===== config.mk =====
export PLATFORM = sky130hd
export DESIGN_NAME = pif_i2c_master
export DESIGN_NICKNAME = d
export VERILOG_FILES = /design/src/rtl/pif_i2c_master.sv
export SDC_FILE = /design/constraint.sdc
export NUM_CORES = 1
export LEC_CHECK = 0
export CAP_MARGIN = 20
export CELL_PAD_IN_SITES_DETAIL_PLACEMENT = 1
export CELL_PAD_IN_SITES_GLOBAL_PLACEMENT = 1
export CORE_MARGIN = 3
export CORE_UTILIZATION = 44
export CTS_CLUSTER_SIZE = 30
export DETAILED_ROUTE_END_ITERATION = 8
export GPL_TIMING_DRIVEN = 0
export PLACE_DENSITY_LB_ADDON = 0.3
export SLEW_MARGIN = 10
export SYNTH_ARGS = -nofsm -noshare
export SYNTH_HDL_FRONTEND = slang
export SYNTH_SLANG_ARGS = --single-unit

===== constraint.sdc =====
create_clock -name xclk -period 2.8 [get_ports xclk]
set_input_delay 0.28 -clock xclk [delete_from_list [all_inputs] [get_ports xclk]]
set_output_delay 0.28 -clock xclk [all_outputs]
set_load 0.02 [all_outputs]

===== src/rtl/pif_i2c_master.sv =====
// pif_i2c_master: byte-level I2C initiator issuing single-register write/read transactions.
// Bit timing is a quarter-period divider on xclk (SCL period = 4*CLK_DIV); one command in flight at a time.
// Optional macro I2C_STRETCH_EN: honour slave clock stretching (wait for scl_in high after each SCL release).
module pif_i2c_master #(
  parameter int CLK_DIV  = 30,
  parameter int DIV_BITS = 10
) (
  input  logic       xclk,
  input  logic       sys_rst,
  input  logic       cmd_valid,
  output logic       cmd_ready,
  input  logic       cmd_rw,
  input  logic [6:0] cmd_addr,
  input  logic [7:0] cmd_sub,
  input  logic [7:0] cmd_wdata,
  output logic       rsp_valid,
  output logic [7:0] rsp_rdata,
  output logic       rsp_nack,
  output logic       busy,
  output logic       scl_oe,
  output logic       sda_oe,
  input  logic       scl_in,
  input  logic       sda_in
);

  typedef enum logic [3:0] {
    IDLE, START, ADDR_W, SUB, WDATA, RSTART, ADDR_R, RDATA, MACK, STOP, DONE
  } state_e;

  localparam logic [DIV_BITS-1:0] DIV_RELOAD = DIV_BITS'(CLK_DIV - 1);
  localparam logic [DIV_BITS-1:0] DIV_ONE    = DIV_BITS'(1);

  state_e              state_q;
  logic [DIV_BITS-1:0] div_q, div_d;
  logic                tick;
  logic                scl_wait;
  logic [1:0]          qtr_q;
  logic [3:0]          bit_q;
  logic [7:0]          shift_q;
  logic [7:0]          rx_q;
  logic                ack_q;
  logic                nack_q;
  logic                rw_q;
  logic [6:0]          addr_q;
  logic [7:0]          sub_q;
  logic [7:0]          wdata_q;
  logic                cmd_ready_q, busy_q, rsp_valid_q, rsp_nack_q;
  logic [7:0]          rsp_rdata_q;
  logic                scl_oe_q, sda_oe_q;

`ifdef I2C_STRETCH_EN
  // Q2 is the SCL-high quarter: do not start timing it until the line has really risen.
  assign scl_wait = (qtr_q == 2'd2) && !scl_in;
`else
  logic unused_scl_in;
  assign unused_scl_in = scl_in;
  assign scl_wait      = 1'b0;
`endif

  // Quarter-period divider: parked at reload outside a transaction, ticks when it reaches zero.
  always_comb begin
    div_d = div_q;
    tick  = 1'b0;
    if (state_q == IDLE || state_q == DONE) begin
      div_d = DIV_RELOAD;
    end else if (!scl_wait) begin
      if (div_q == '0) begin
        tick  = 1'b1;
        div_d = DIV_RELOAD;
      end else begin
        div_d = div_q - DIV_ONE;
      end
    end
  end

  // Divider register.
  always_ff @(posedge xclk or negedge sys_rst) begin
    if (!sys_rst) div_q <= DIV_RELOAD;
    else          div_q <= div_d;
  end

  // Transaction FSM with registered bus drivers and response outputs.
  always_ff @(posedge xclk or negedge sys_rst) begin
    if (!sys_rst) begin
      state_q     <= IDLE;
      qtr_q       <= 2'd0;
      bit_q       <= 4'd0;
      shift_q     <= 8'h00;
      rx_q        <= 8'h00;
      ack_q       <= 1'b0;
      nack_q      <= 1'b0;
      rw_q        <= 1'b0;
      addr_q      <= 7'h00;
      sub_q       <= 8'h00;
      wdata_q     <= 8'h00;
      cmd_ready_q <= 1'b1;
      busy_q      <= 1'b0;
      rsp_valid_q <= 1'b0;
      rsp_nack_q  <= 1'b0;
      rsp_rdata_q <= 8'h00;
      scl_oe_q    <= 1'b0;
      sda_oe_q    <= 1'b0;
    end else begin
      case (state_q)
        IDLE: begin
          if (cmd_valid && cmd_ready_q) begin
            rw_q        <= cmd_rw;
            addr_q      <= cmd_addr;
            sub_q       <= cmd_sub;
            wdata_q     <= cmd_wdata;
            nack_q      <= 1'b0;
            qtr_q       <= 2'd0;
            bit_q       <= 4'd0;
            cmd_ready_q <= 1'b0;
            busy_q      <= 1'b1;
            state_q     <= START;
          end
        end

        DONE: begin
          rsp_valid_q <= 1'b0;
          busy_q      <= 1'b0;
          cmd_ready_q <= 1'b1;
          state_q     <= IDLE;
        end

        default: begin
          if (tick) begin
            qtr_q <= qtr_q + 2'd1;
            case (state_q)
              // (Repeated) start: release SDA, release SCL, drop SDA while SCL high, pull SCL.
              START, RSTART: begin
                case (qtr_q)
                  2'd0: sda_oe_q <= 1'b0;
                  2'd1: scl_oe_q <= 1'b0;
                  2'd2: sda_oe_q <= 1'b1;
                  default: begin
                    scl_oe_q <= 1'b1;
                    bit_q    <= 4'd0;
                    shift_q  <= {addr_q, (state_q == RSTART)};
                    state_q  <= (state_q == START) ? ADDR_W : ADDR_R;
                  end
                endcase
              end

              // Transmit 8 bits MSB first, then release SDA for the slave ACK slot.
              ADDR_W, SUB, WDATA, ADDR_R: begin
                case (qtr_q)
                  2'd0: sda_oe_q <= (bit_q == 4'd8) ? 1'b0 : ~shift_q[7];
                  2'd1: scl_oe_q <= 1'b0;
                  2'd2: if (bit_q == 4'd8) ack_q <= sda_in;
                  default: begin
                    scl_oe_q <= 1'b1;
                    if (bit_q != 4'd8) begin
                      bit_q   <= bit_q + 4'd1;
                      shift_q <= {shift_q[6:0], 1'b0};
                    end else begin
                      bit_q <= 4'd0;
                      if (ack_q) begin
                        // No ACK: abandon the rest of the transaction.
                        nack_q  <= 1'b1;
                        state_q <= STOP;
                      end else begin
                        case (state_q)
                          ADDR_W: begin
                            shift_q <= sub_q;
                            state_q <= SUB;
                          end
                          SUB: begin
                            shift_q <= wdata_q;
                            state_q <= rw_q ? RSTART : WDATA;
                          end
                          ADDR_R:  state_q <= RDATA;
                          default: state_q <= STOP;
                        endcase
                      end
                    end
                  end
                endcase
              end

              // Receive 8 bits MSB first with SDA released.
              RDATA: begin
                case (qtr_q)
                  2'd0: sda_oe_q <= 1'b0;
                  2'd1: scl_oe_q <= 1'b0;
                  2'd2: rx_q     <= {rx_q[6:0], sda_in};
                  default: begin
                    scl_oe_q <= 1'b1;
                    if (bit_q == 4'd7) begin
                      bit_q   <= 4'd0;
                      state_q <= MACK;
                    end else begin
                      bit_q <= bit_q + 4'd1;
                    end
                  end
                endcase
              end

              // Master NACK (SDA left released) closes the single-byte read.
              MACK: begin
                case (qtr_q)
                  2'd0: sda_oe_q <= 1'b0;
                  2'd1: scl_oe_q <= 1'b0;
                  2'd2: ;
                  default: begin
                    scl_oe_q <= 1'b1;
                    state_q  <= STOP;
                  end
                endcase
              end

              // Stop: SDA low under SCL low, release SCL, then release SDA; then report.
              STOP: begin
                case (qtr_q)
                  2'd0: sda_oe_q <= 1'b1;
                  2'd1: scl_oe_q <= 1'b0;
                  2'd2: sda_oe_q <= 1'b0;
                  default: begin
                    rsp_valid_q <= 1'b1;
                    rsp_nack_q  <= nack_q;
                    if (rw_q && !nack_q) rsp_rdata_q <= rx_q;
                    state_q <= DONE;
                  end
                endcase
              end

              default: state_q <= IDLE;
            endcase
          end
        end
      endcase
    end
  end

  assign cmd_ready = cmd_ready_q;
  assign busy      = busy_q;
  assign rsp_valid = rsp_valid_q;
  assign rsp_nack  = rsp_nack_q;
  assign rsp_rdata = rsp_rdata_q;
  assign scl_oe    = scl_oe_q;
  assign sda_oe    = sda_oe_q;

endmodule


==> flow_metrics.tcl, run 1 <==
set metrics [dict create \
    status "completed" \
    mostFrequentLayoutCells "nand2_1 (88), dfrtp_1 (71), clkdlybuf4s50_1 (40), nor2_1 (25), mux2_2 (21)" \
    drv_slew 0 \
    rows 33 \
    crit_slowest_cell "dfrtp_1" \
    via_count 2965 \
    first_pass_iters 5 \
    dieArea_sq_um 9940 \
    instances_no_fill 557 \
    ir_drop_mv 0.256 \
    area_growth_pct 19.8 \
    hpwlAfterDp_mm 6.94 \
    cpLargestDelayFamily "multiplexers" \
    drive_gt1_share_pct 15.9 \
    placedCellCount 540 \
    worst_ep_required_time_ns 3.03 \
    grt_pass1_wl_mm 16.4 \
    fin_crit_ns 2.40 \
    start_util_pct 46.1 \
    wire_per_inst_um 17.1 \
    path_common_cell "buf_2" \
    critPathBufInv 2 \
    min_period_over_period_pct 85.7 \
    clk_latency_ns 0.35 \
    max_stage_delay_ns 0.49 \
    fin_nets 484 \
    ys_async_sr_fraction_pct 100 \
    n_fill_cell 961 \
    worstSetupStartpointType "flop" \
    antenna_found_initial 0 \
    powerDensity_nw_per_um2 429 \
    crit_type "reg -> reg" \
    clock_sinks 76 \
    wl_mm 9.52 \
    ys_seq_elements 76 \
    p_leak_nw 2.21 \
    fin_total_pwr_mw 1.99 \
    yosysWarnings 0 \
    layout.core_utilization_pct 55.2 \
    tns_ns 0 \
    synth_area_per_cell_sq_um 9.83 \
    path_cells "buf_2 -> nor4bb_1 -> buf_2 -> mux2_2 -> a32o_1 -> mux2_1" \
    worst_slew_pin_slew_ns 0.690 \
    layout_commonest_cell "nand2_1" \
    ant_nets 0 \
    synthDistinctLibCells 53 \
    dieWidth_um 99.7 \
    overflow 0 \
    cts_tree "yes" \
    min_path_type "in -> async" \
    setup_viol 0 \
    synthesis.area_sq_um 3860 \
    core_sq_um 8380 \
    syn-num-nets 430 \
    whs_ns 0.405 \
    hold_viol_final 0 \
    drc 0 \
    yosysSeqAreaShare_pct 49.4 \
    fmax_mhz 417 \
    rsz0062_at_grt "false" \
    grt_max_degree 47 \
    multi_input_area_sq_um 1790 \
    seq_area_sq_um 1910 \
    drt_iter0_drc 137 \
    cts_buffers 9 \
    skew_ns 0.0114 \
    relSlewSlack_pct 54.0 \
    ys.flop_type "dfrtp_1" \
    critPathArrivalTime_ns 2.63 \
    pin_count 43 \
    grt_pass1_vias 3215 \
    diodes 0 \
    cts_resized 0 \
    worst_slack_ns 0.400 \
    drv_cap 0 \
    clk_pin_slew_worst_paths_ns 0.09 \
    cp-end-kind "flop" \
    io_buffers 41 \
    h-tree-depth 3 \
    synthCells 393 \
    cts-root-buf "clkbuf_8" \
    cts_buffer_depth 2 \
    place_area_sq_um 4430 \
    fp.dieH_um 99.7 \
    viasPerCell 5.32 \
    synth_edf_count 0 \
    cp_max_fo 10 \
    place_worst_setup_slack_ns 0.426 \
    gp_congestion 0.840 \
    grtUsageTotal_pct 20.9 \
    fin_area_sq_um 4630 \
]
-- cell families (layout without fill, tap and decap cells) --
kind of cell	count (synthesis)	count (layout)	synth area share (%)
simple gates	166	166	20.9
flops	76	76	49.4
compound gates	58	58	9.62
xor+xnor	7	7	1.59
mux	41	41	11.7
buf+inv	37	96	4.18
fa+ha+maj	8	8	2.59
-- synth_stat cells (2+ instances only) --
library cell / n / area [sq um]
or3_1: 2 / 12.5
and3b_1: 2 / 17.5
o22ai_1: 2 / 12.5
nor4_4: 2 / 42.5
o31ai_1: 2 / 15.0
nand2b_1: 7 / 43.8
a22oi_1: 2 / 15.0
a21oi_1: 16 / 80.1
a21o_1: 2 / 15.0
a22o_1: 3 / 26.3
xor2_1: 4 / 35.0
a211oi_1: 8 / 60.1
and3_2: 2 / 15.0
dfrtp_1: 71 / 1780
mux2_2: 21 / 236
nor4_1: 2 / 12.5
ha_1: 8 / 100
clkbuf_1: 8 / 30.0
mux2i_1: 16 / 160
buf_2: 9 / 45.0
mux2_4: 3 / 45.0
nor3_1: 7 / 35.0
nand3b_1: 2 / 15.0
nor2_1: 25 / 93.8
o21ai_0: 13 / 65.1
nand3_1: 10 / 50.1
nand2_1: 88 / 330
o2111ai_1: 2 / 17.5
nor2b_1: 5 / 31.3
xnor2_1: 3 / 26.3
and2_1: 2 / 12.5
inv_1: 17 / 63.8
dfstp_2: 5 / 131
or2_2: 3 / 18.8
-- what timing repair did --
item | 4_1_cts | 5_1_grt
endpoints found under the setup margin | 0 | 0
hold buffers | 1 | 0
hold endpoints to repair | 25 | 0
setup buffers | 0 | 0
-- state kept, by name, indices dropped and copies added, names as in the netlist, 2 cells and up --
register / count
div_q: 10
shift_q: 8
state_q: 4
rsp_rdata: 8
rx_q: 8
bit_q: 4
wdata_q: 8
addr_q: 7
qtr_q: 2
sub_q: 8
-- layout make-up --
class                      instances  area share, %
inverter                          17           1.38
timing repair buffer              43           9.63
clock inverter                     7           1.38
clock buffer                       9           2.68
buffer                            20           2.11
sequential                        76           41.2
tap                              105           2.84
multi-input combinational        280           38.8
-- report_power, final --
part	internal (mW)	switching (mW)
Sequential	1.10	0
Combinational	0.0378	0.0281
Clock	0.342	0.482
Total	1.48	0.510
-- worst reg2reg max path, stage by stage, from the launching register on --
cell and delay (ns):
dfrtp_1 0.49, buf_2 0.25, nor4bb_1 0.26, buf_2 0.35, mux2_2 0.40, a32o_1 0.22, mux2_1 0.30
-- layer usage --
layer	wire (um)	vias up	GRT usage [%]
met3	311	10	2.81
met5	0	-	0
li1	-	1440	-
met4	95	0	6.51
met1	4390	1464	27.8
met2	4730	51	35.3
-- worst paths after layout --
kind | start | endpoint | slack, ns | cells after the start
setup / recovery | state_q[1] | shift_q[0] | 0.40 | 6
hold / removal | sys_rst | state_q[3] | 0.40 | 2
setup reg to reg | state_q[1] | shift_q[0] | 0.40 | 6
hold reg to reg | div_q[0] | div_q[0] | 0.47 | 1
max in group asynchronous | sys_rst | bit_q[1] | 1.82 | 3
min in group xclk | cmd_wdata[3] | wdata_q[3] | 0.45 | 3
Note: power is estimated with default switching activity, not from simulation.
==> run 2: changes to the inputs <==
--- a/config.mk
+++ b/config.mk
@@ -8,7 +8,6 @@
 export CAP_MARGIN = 20
 export CELL_PAD_IN_SITES_DETAIL_PLACEMENT = 1
 export CELL_PAD_IN_SITES_GLOBAL_PLACEMENT = 1
-export CORE_MARGIN = 3
 export CORE_UTILIZATION = 44
 export CTS_CLUSTER_SIZE = 30
 export DETAILED_ROUTE_END_ITERATION = 8
@@ -18,3 +17,4 @@
 export SYNTH_ARGS = -nofsm -noshare
 export SYNTH_HDL_FRONTEND = slang
 export SYNTH_SLANG_ARGS = --single-unit
+export TNS_END_PERCENT = 1
==> flow_metrics.tcl, run 2 (synthesis gave the netlist of run 1 again) <==
set metrics [dict create \
    start_util_pct 46.3 \
    drc 0 \
    cts-root-buf "clkbuf_8" \
    status "completed" \
    area_growth_pct 20.3 \
    skew_ns 0.0170 \
    worst_ep_required_time_ns 3.03 \
    core_sq_um 8340 \
    clock_sinks 76 \
    dieArea_sq_um 9160 \
    dieWidth_um 95.7 \
    drt_iter0_drc 160 \
    reg2reg_slack_ns 0.46 \
    ir_drop_mv 0.183 \
    antenna_found_initial 0 \
    reg2reg_from "state_q[1]" \
    io_buffers 41 \
    diodes 0 \
    layout.core_utilization_pct 55.7 \
    gp_congestion 0.811 \
    fmax_mhz 428 \
    largest_reg_flops 10 \
    timing.rr.end "shift_q[0]" \
    layout_commonest_cell "nand2_1" \
    grt_pass1_vias 3150 \
    instances_no_fill 557 \
    fp.dieH_um 95.7 \
    overflow 0 \
    rr_worst_depth 6 \
    wl_mm 9.36 \
    worst_slew_pin_slew_ns 0.727 \
    drv_slew 0 \
    post_cts_buffers 0 \
    fin_total_pwr_mw 2.04 \
    grt_max_degree 46 \
    mostFrequentLayoutCells "nand2_1 (88), dfrtp_1 (71), clkdlybuf4s50_1 (40), nor2_1 (25), mux2_2 (21)" \
    rsz0062_at_grt "false" \
    relSlewSlack_pct 51.5 \
    cts_buffers 9 \
    drv_cap 0 \
    hpwlAfterDp_mm 6.85 \
    powerDensity_nw_per_um2 440 \
    p_leak_nw 2.23 \
    placedCellCount 540 \
    crit_type "reg -> reg" \
    crit_path_start "state_q[1]" \
    wire_per_inst_um 16.8 \
    critPathArrivalTime_ns 2.57 \
    fin_nets 484 \
    first_pass_iters 4 \
    viasPerCell 5.38 \
    largest_register "div_q" \
    place_worst_setup_slack_ns 0.489 \
    cp-end-kind "flop" \
    cts_buffer_depth 2 \
    h-tree-depth 3 \
    n_fill_cell 955 \
    cp_max_fo 10 \
    ant_nets 0 \
    setup.worst_path.end "shift_q[0]" \
    grtUsageTotal_pct 23.1 \
    worst_slack_ns 0.464 \
    pin_count 43 \
    min_path_type "in -> async" \
    rows 33 \
    worstSetupStartpointType "flop" \
    whs_ns 0.409 \
    grt_pass1_wl_mm 15.7 \
    clk_pin_slew_worst_paths_ns 0.08 \
    drive_gt1_share_pct 15.9 \
    clk_latency_ns 0.36 \
    fin_crit_ns 2.34 \
    via_count 2997 \
    hold_viol_final 0 \
    min_period_over_period_pct 83.4 \
    cts_tree "yes" \
    setup_viol 0 \
]
==> run 2: cell types whose count changed in the layout (fill, tap and decap cells not counted), sizes merged <==
cell	previous run	this run
bufinv	0	1
clkinv	1	2
inv	21	19
clkinvlp	2	1
clkbuf	17	18
==> run 2: layout make-up <==
type | count | area (sq um) | area share [%]
plain buffers | 20 | 97.6 | 2.10
repair buffers | 43 | 445 | 9.59
clock inverters | 6 | 68.8 | 1.48
well taps | 105 | 131 | 2.83
clock buffers | 10 | 138 | 2.96
multi-input cells | 280 | 1790 | 38.6
flip-flops and latches | 76 | 1910 | 41.1
inverters | 17 | 63.8 | 1.37
==> run 2: worst max-delay path: stages, from the launching register on <==
cell,delay (ns)
dfrtp_1,0.51
buf_2,0.26
nor4bb_1,0.21
buf_2,0.34
mux2_2,0.39
a32o_1,0.22
mux2_1,0.29
==> run 2: power by group <==
part           internal [mW]  switching [mW]
sequential              1.10               0
clock                  0.442           0.438
combinational         0.0378          0.0281
total                   1.58           0.466
==> run 2: layer usage <==
| metal | routed length (um) | vias up | track usage (%) |
|---|---|---|---|
| li1 | - | 1439 | - |
| met1 | 4300 | 1480 | 30.0 |
| met2 | 4520 | 65 | 38.6 |
| met3 | 386 | 13 | 4.58 |
| met4 | 150 | 0 | 7.96 |
| met5 | 0 | - | 0 |
==> run 2: repair_timing <==
action,CTS,global route
endpoints found under the hold margin,26,0
gates resized for setup,0,0
hold buffers,1,0
endpoints found under the setup margin,0,0
==> run 2: stage by stage <==
step                area (sq um)  setup TNS (ns)
floorplan                   3860               0
global placement            4400          -89.02
detailed placement          4430               0
CTS                         4650               0
global route                4650               0
finish                      4650               0
==> run 2: worst min-delay path by stage <==
stage / slack (ns) / from / depth (start not counted) / end
after floorplan: -0.02 / sys_rst / 0 / ack_q
after global placement: 0.45 / div_q[0] / 1 / div_q[0]
after detailed placement: 0.26 / sys_rst / 1 / state_q[3]
after CTS: 0.42 / sys_rst / 2 / div_q[1]
after global routing: 0.44 / sys_rst / 2 / div_q[8]
final: 0.41 / sys_rst / 2 / div_q[7]
==> run 3: changes to the inputs <==
==> constraint.sdc (replaced) <==
create_clock -name xclk -period 2.2 [get_ports xclk]
set_input_delay 0.22 -clock xclk [delete_from_list [all_inputs] [get_ports xclk]]
set_output_delay 0.22 -clock xclk [all_outputs]
set_load 0.02 [all_outputs]
==> flow_metrics.tcl, run 3 (synthesis gave the netlist of run 1 again) <==
set metrics [dict create \
    power_frac_clock_pct 43.1 \
    use_met3_pct 4.58 \
    cts_buffer_depth 2 \
    rows 33 \
    fin_nets 486 \
    fp.dieH_um 95.7 \
    area_growth_pct 22.2 \
    grtUsageTotal_pct 23.2 \
    max_stage_delay_ns 0.42 \
    layout.core_utilization_pct 56.6 \
    met2_usage_pct 38.6 \
    largest_reg_flops 10 \
    h-tree-depth 3 \
    n_fill_cell 956 \
    dieArea_sq_um 9160 \
    p_int_mw 2.01 \
    cp_max_fo 10 \
    overflow 0 \
    layout_commonest_cell "nand2_1" \
    status "complete, but fails checks" \
    reg2reg_slack_ns -0.02 \
    min_path_type "in -> async" \
    relSlewSlack_pct 59.8 \
    fin_crit_ns 2.22 \
    setup.worst_path.end "state_q[0]" \
    critPathArrivalTime_ns 2.47 \
    timing.rr.end "state_q[0]" \
    clk_pin_slew_worst_paths_ns 0.08 \
    cts_tree "yes" \
    gp_congestion 0.811 \
    skew_ns 0.0165 \
    drc 0 \
    io_buffers 41 \
    cp-end-kind "flop" \
    p_seq_share_pct 53.7 \
    ir_drop_mv 0.232 \
    p_leak_nw 2.27 \
    cts_buffers 9 \
    rr_worst_depth 7 \
    grt_pass1_wl_mm 15.7 \
    drv_slew 0 \
    dieWidth_um 95.7 \
    fin_total_pwr_mw 2.60 \
    ant_nets 0 \
    core_sq_um 8340 \
    pin_count 43 \
    wire_per_inst_um 16.9 \
    mostFrequentLayoutCells "nand2_1 (88), dfrtp_1 (70), clkdlybuf4s50_1 (40), nor2_1 (24), mux2_2 (21)" \
    cts-root-buf "clkbuf_8" \
    hold_viol_final 0 \
    powerDensity_nw_per_um2 551 \
    diodes 0 \
    rsz0062_at_grt "true" \
    violations "negative setup slack" \
    drv_cap 0 \
    setup_viol 3 \
    busiest_layer "met2" \
    crit_slowest_cell "dfrtp_1" \
    fmax_mhz 450 \
    largest_register "div_q" \
    clk_latency_ns 0.36 \
    via_count 2992 \
    hpwlAfterDp_mm 6.85 \
    drt_iter0_drc 161 \
    crit_path_start "state_q[2]" \
    start_util_pct 46.3 \
    worst_slack_ns -0.0219 \
    viasPerCell 5.35 \
    antenna_found_initial 0 \
    crit_type "reg -> reg" \
    min_period_over_period_pct 101 \
    switching_share_pct 22.8 \
    worst_ep_required_time_ns 2.44 \
    grt_pass1_vias 3157 \
    drive_gt1_share_pct 18.1 \
    clock_sinks 76 \
    path_cells "buf_4 -> or2_2 -> nor2_1 -> nor2_4 -> or3_4 -> buf_6 -> mux2_4" \
    place_worst_setup_slack_ns -0.111 \
    worst_slew_pin_slew_ns 0.603 \
    wl_mm 9.43 \
    combPwrFrac_pct 3.2 \
    first_pass_iters 4 \
    power_switching_mw 0.593 \
    grt_use_met1_pct 30.2 \
    reg2reg_from "state_q[2]" \
    worstSetupStartpointType "flop" \
    grt_max_degree 46 \
]
run 3: power by group through the flow:
| stage | sequential [mW] | clock [mW] | combinational [mW] |
|---|---|---|---|
| after floorplan | 1.42 | 0 | 0.00101 |
| after global placement | 1.42 | 0 | 0.0778 |
| after detailed placement | 1.42 | 0 | 0.0850 |
| after CTS | 1.40 | 1.15 | 0.0872 |
| after global routing | 1.40 | 1.21 | 0.0942 |
| final | 1.40 | 1.12 | 0.0844 |
run 3: per-layer routing:
metal	vias up	share of wire (%)	wire length (um)
li1	1444	-	-
met5	-	0	0
met2	60	49	4580
met1	1475	47	4400
met4	0	1.6	148
met3	13	3.3	309
run 3: what timing repair did:
action | in CTS | in global routing
resized for setup | 7 | 11
pin swaps | 2 | 0
endpoints found under the hold margin | 26 | 0
hold buffers | 1 | 0
setup buffers | 2 | 0
setup endpoints to repair | 24 | 38
run 3: final cells by class:
class / instances / area [sq um] / area share [%]
repair buffers: 45 / 460 / 9.76
well taps: 105 / 131 / 2.78
plain buffers: 20 / 114 / 2.41
flip-flops and latches: 76 / 1910 / 40.5
clock inverters: 6 / 68.8 / 1.46
multi-input cells: 280 / 1830 / 38.8
inverters: 17 / 63.8 / 1.35
clock buffers: 10 / 138 / 2.92
run 3: worst min-delay path by stage:
stage / cells past startpoint / from / endpoint
global placement: 1 / div_q[0] / div_q[0]
CTS: 2 / sys_rst / div_q[1]
detailed placement: 1 / sys_rst / state_q[3]
finish: 2 / sys_rst / div_q[7]
floorplan: 0 / sys_rst / ack_q
global route: 2 / sys_rst / div_q[8]
run 3: through the flow:
step / setup TNS, ns / cell area (sq um) / instances / hold slack (ns)
floorplan: 0 / 3860 / 393 / -0.0756
global placement: -130.16 / 4400 / 539 / 0.447
detailed placement: -0.364 / 4430 / 540 / 0.195
CTS: -0.000693 / 4690 / 559 / 0.359
global route: -0.550 / 4720 / 559 / 0.376
finish: -0.0564 / 4720 / 559 / 0.350
run 3: critical path: cells and delay by family, from the launching register on:
kind / cells / cell delay [ns]
and+or+nand+nor: 4 / 1.07
buffers and inverters: 2 / 0.33
DFF: 1 / 0.42
muxes: 1 / 0.29
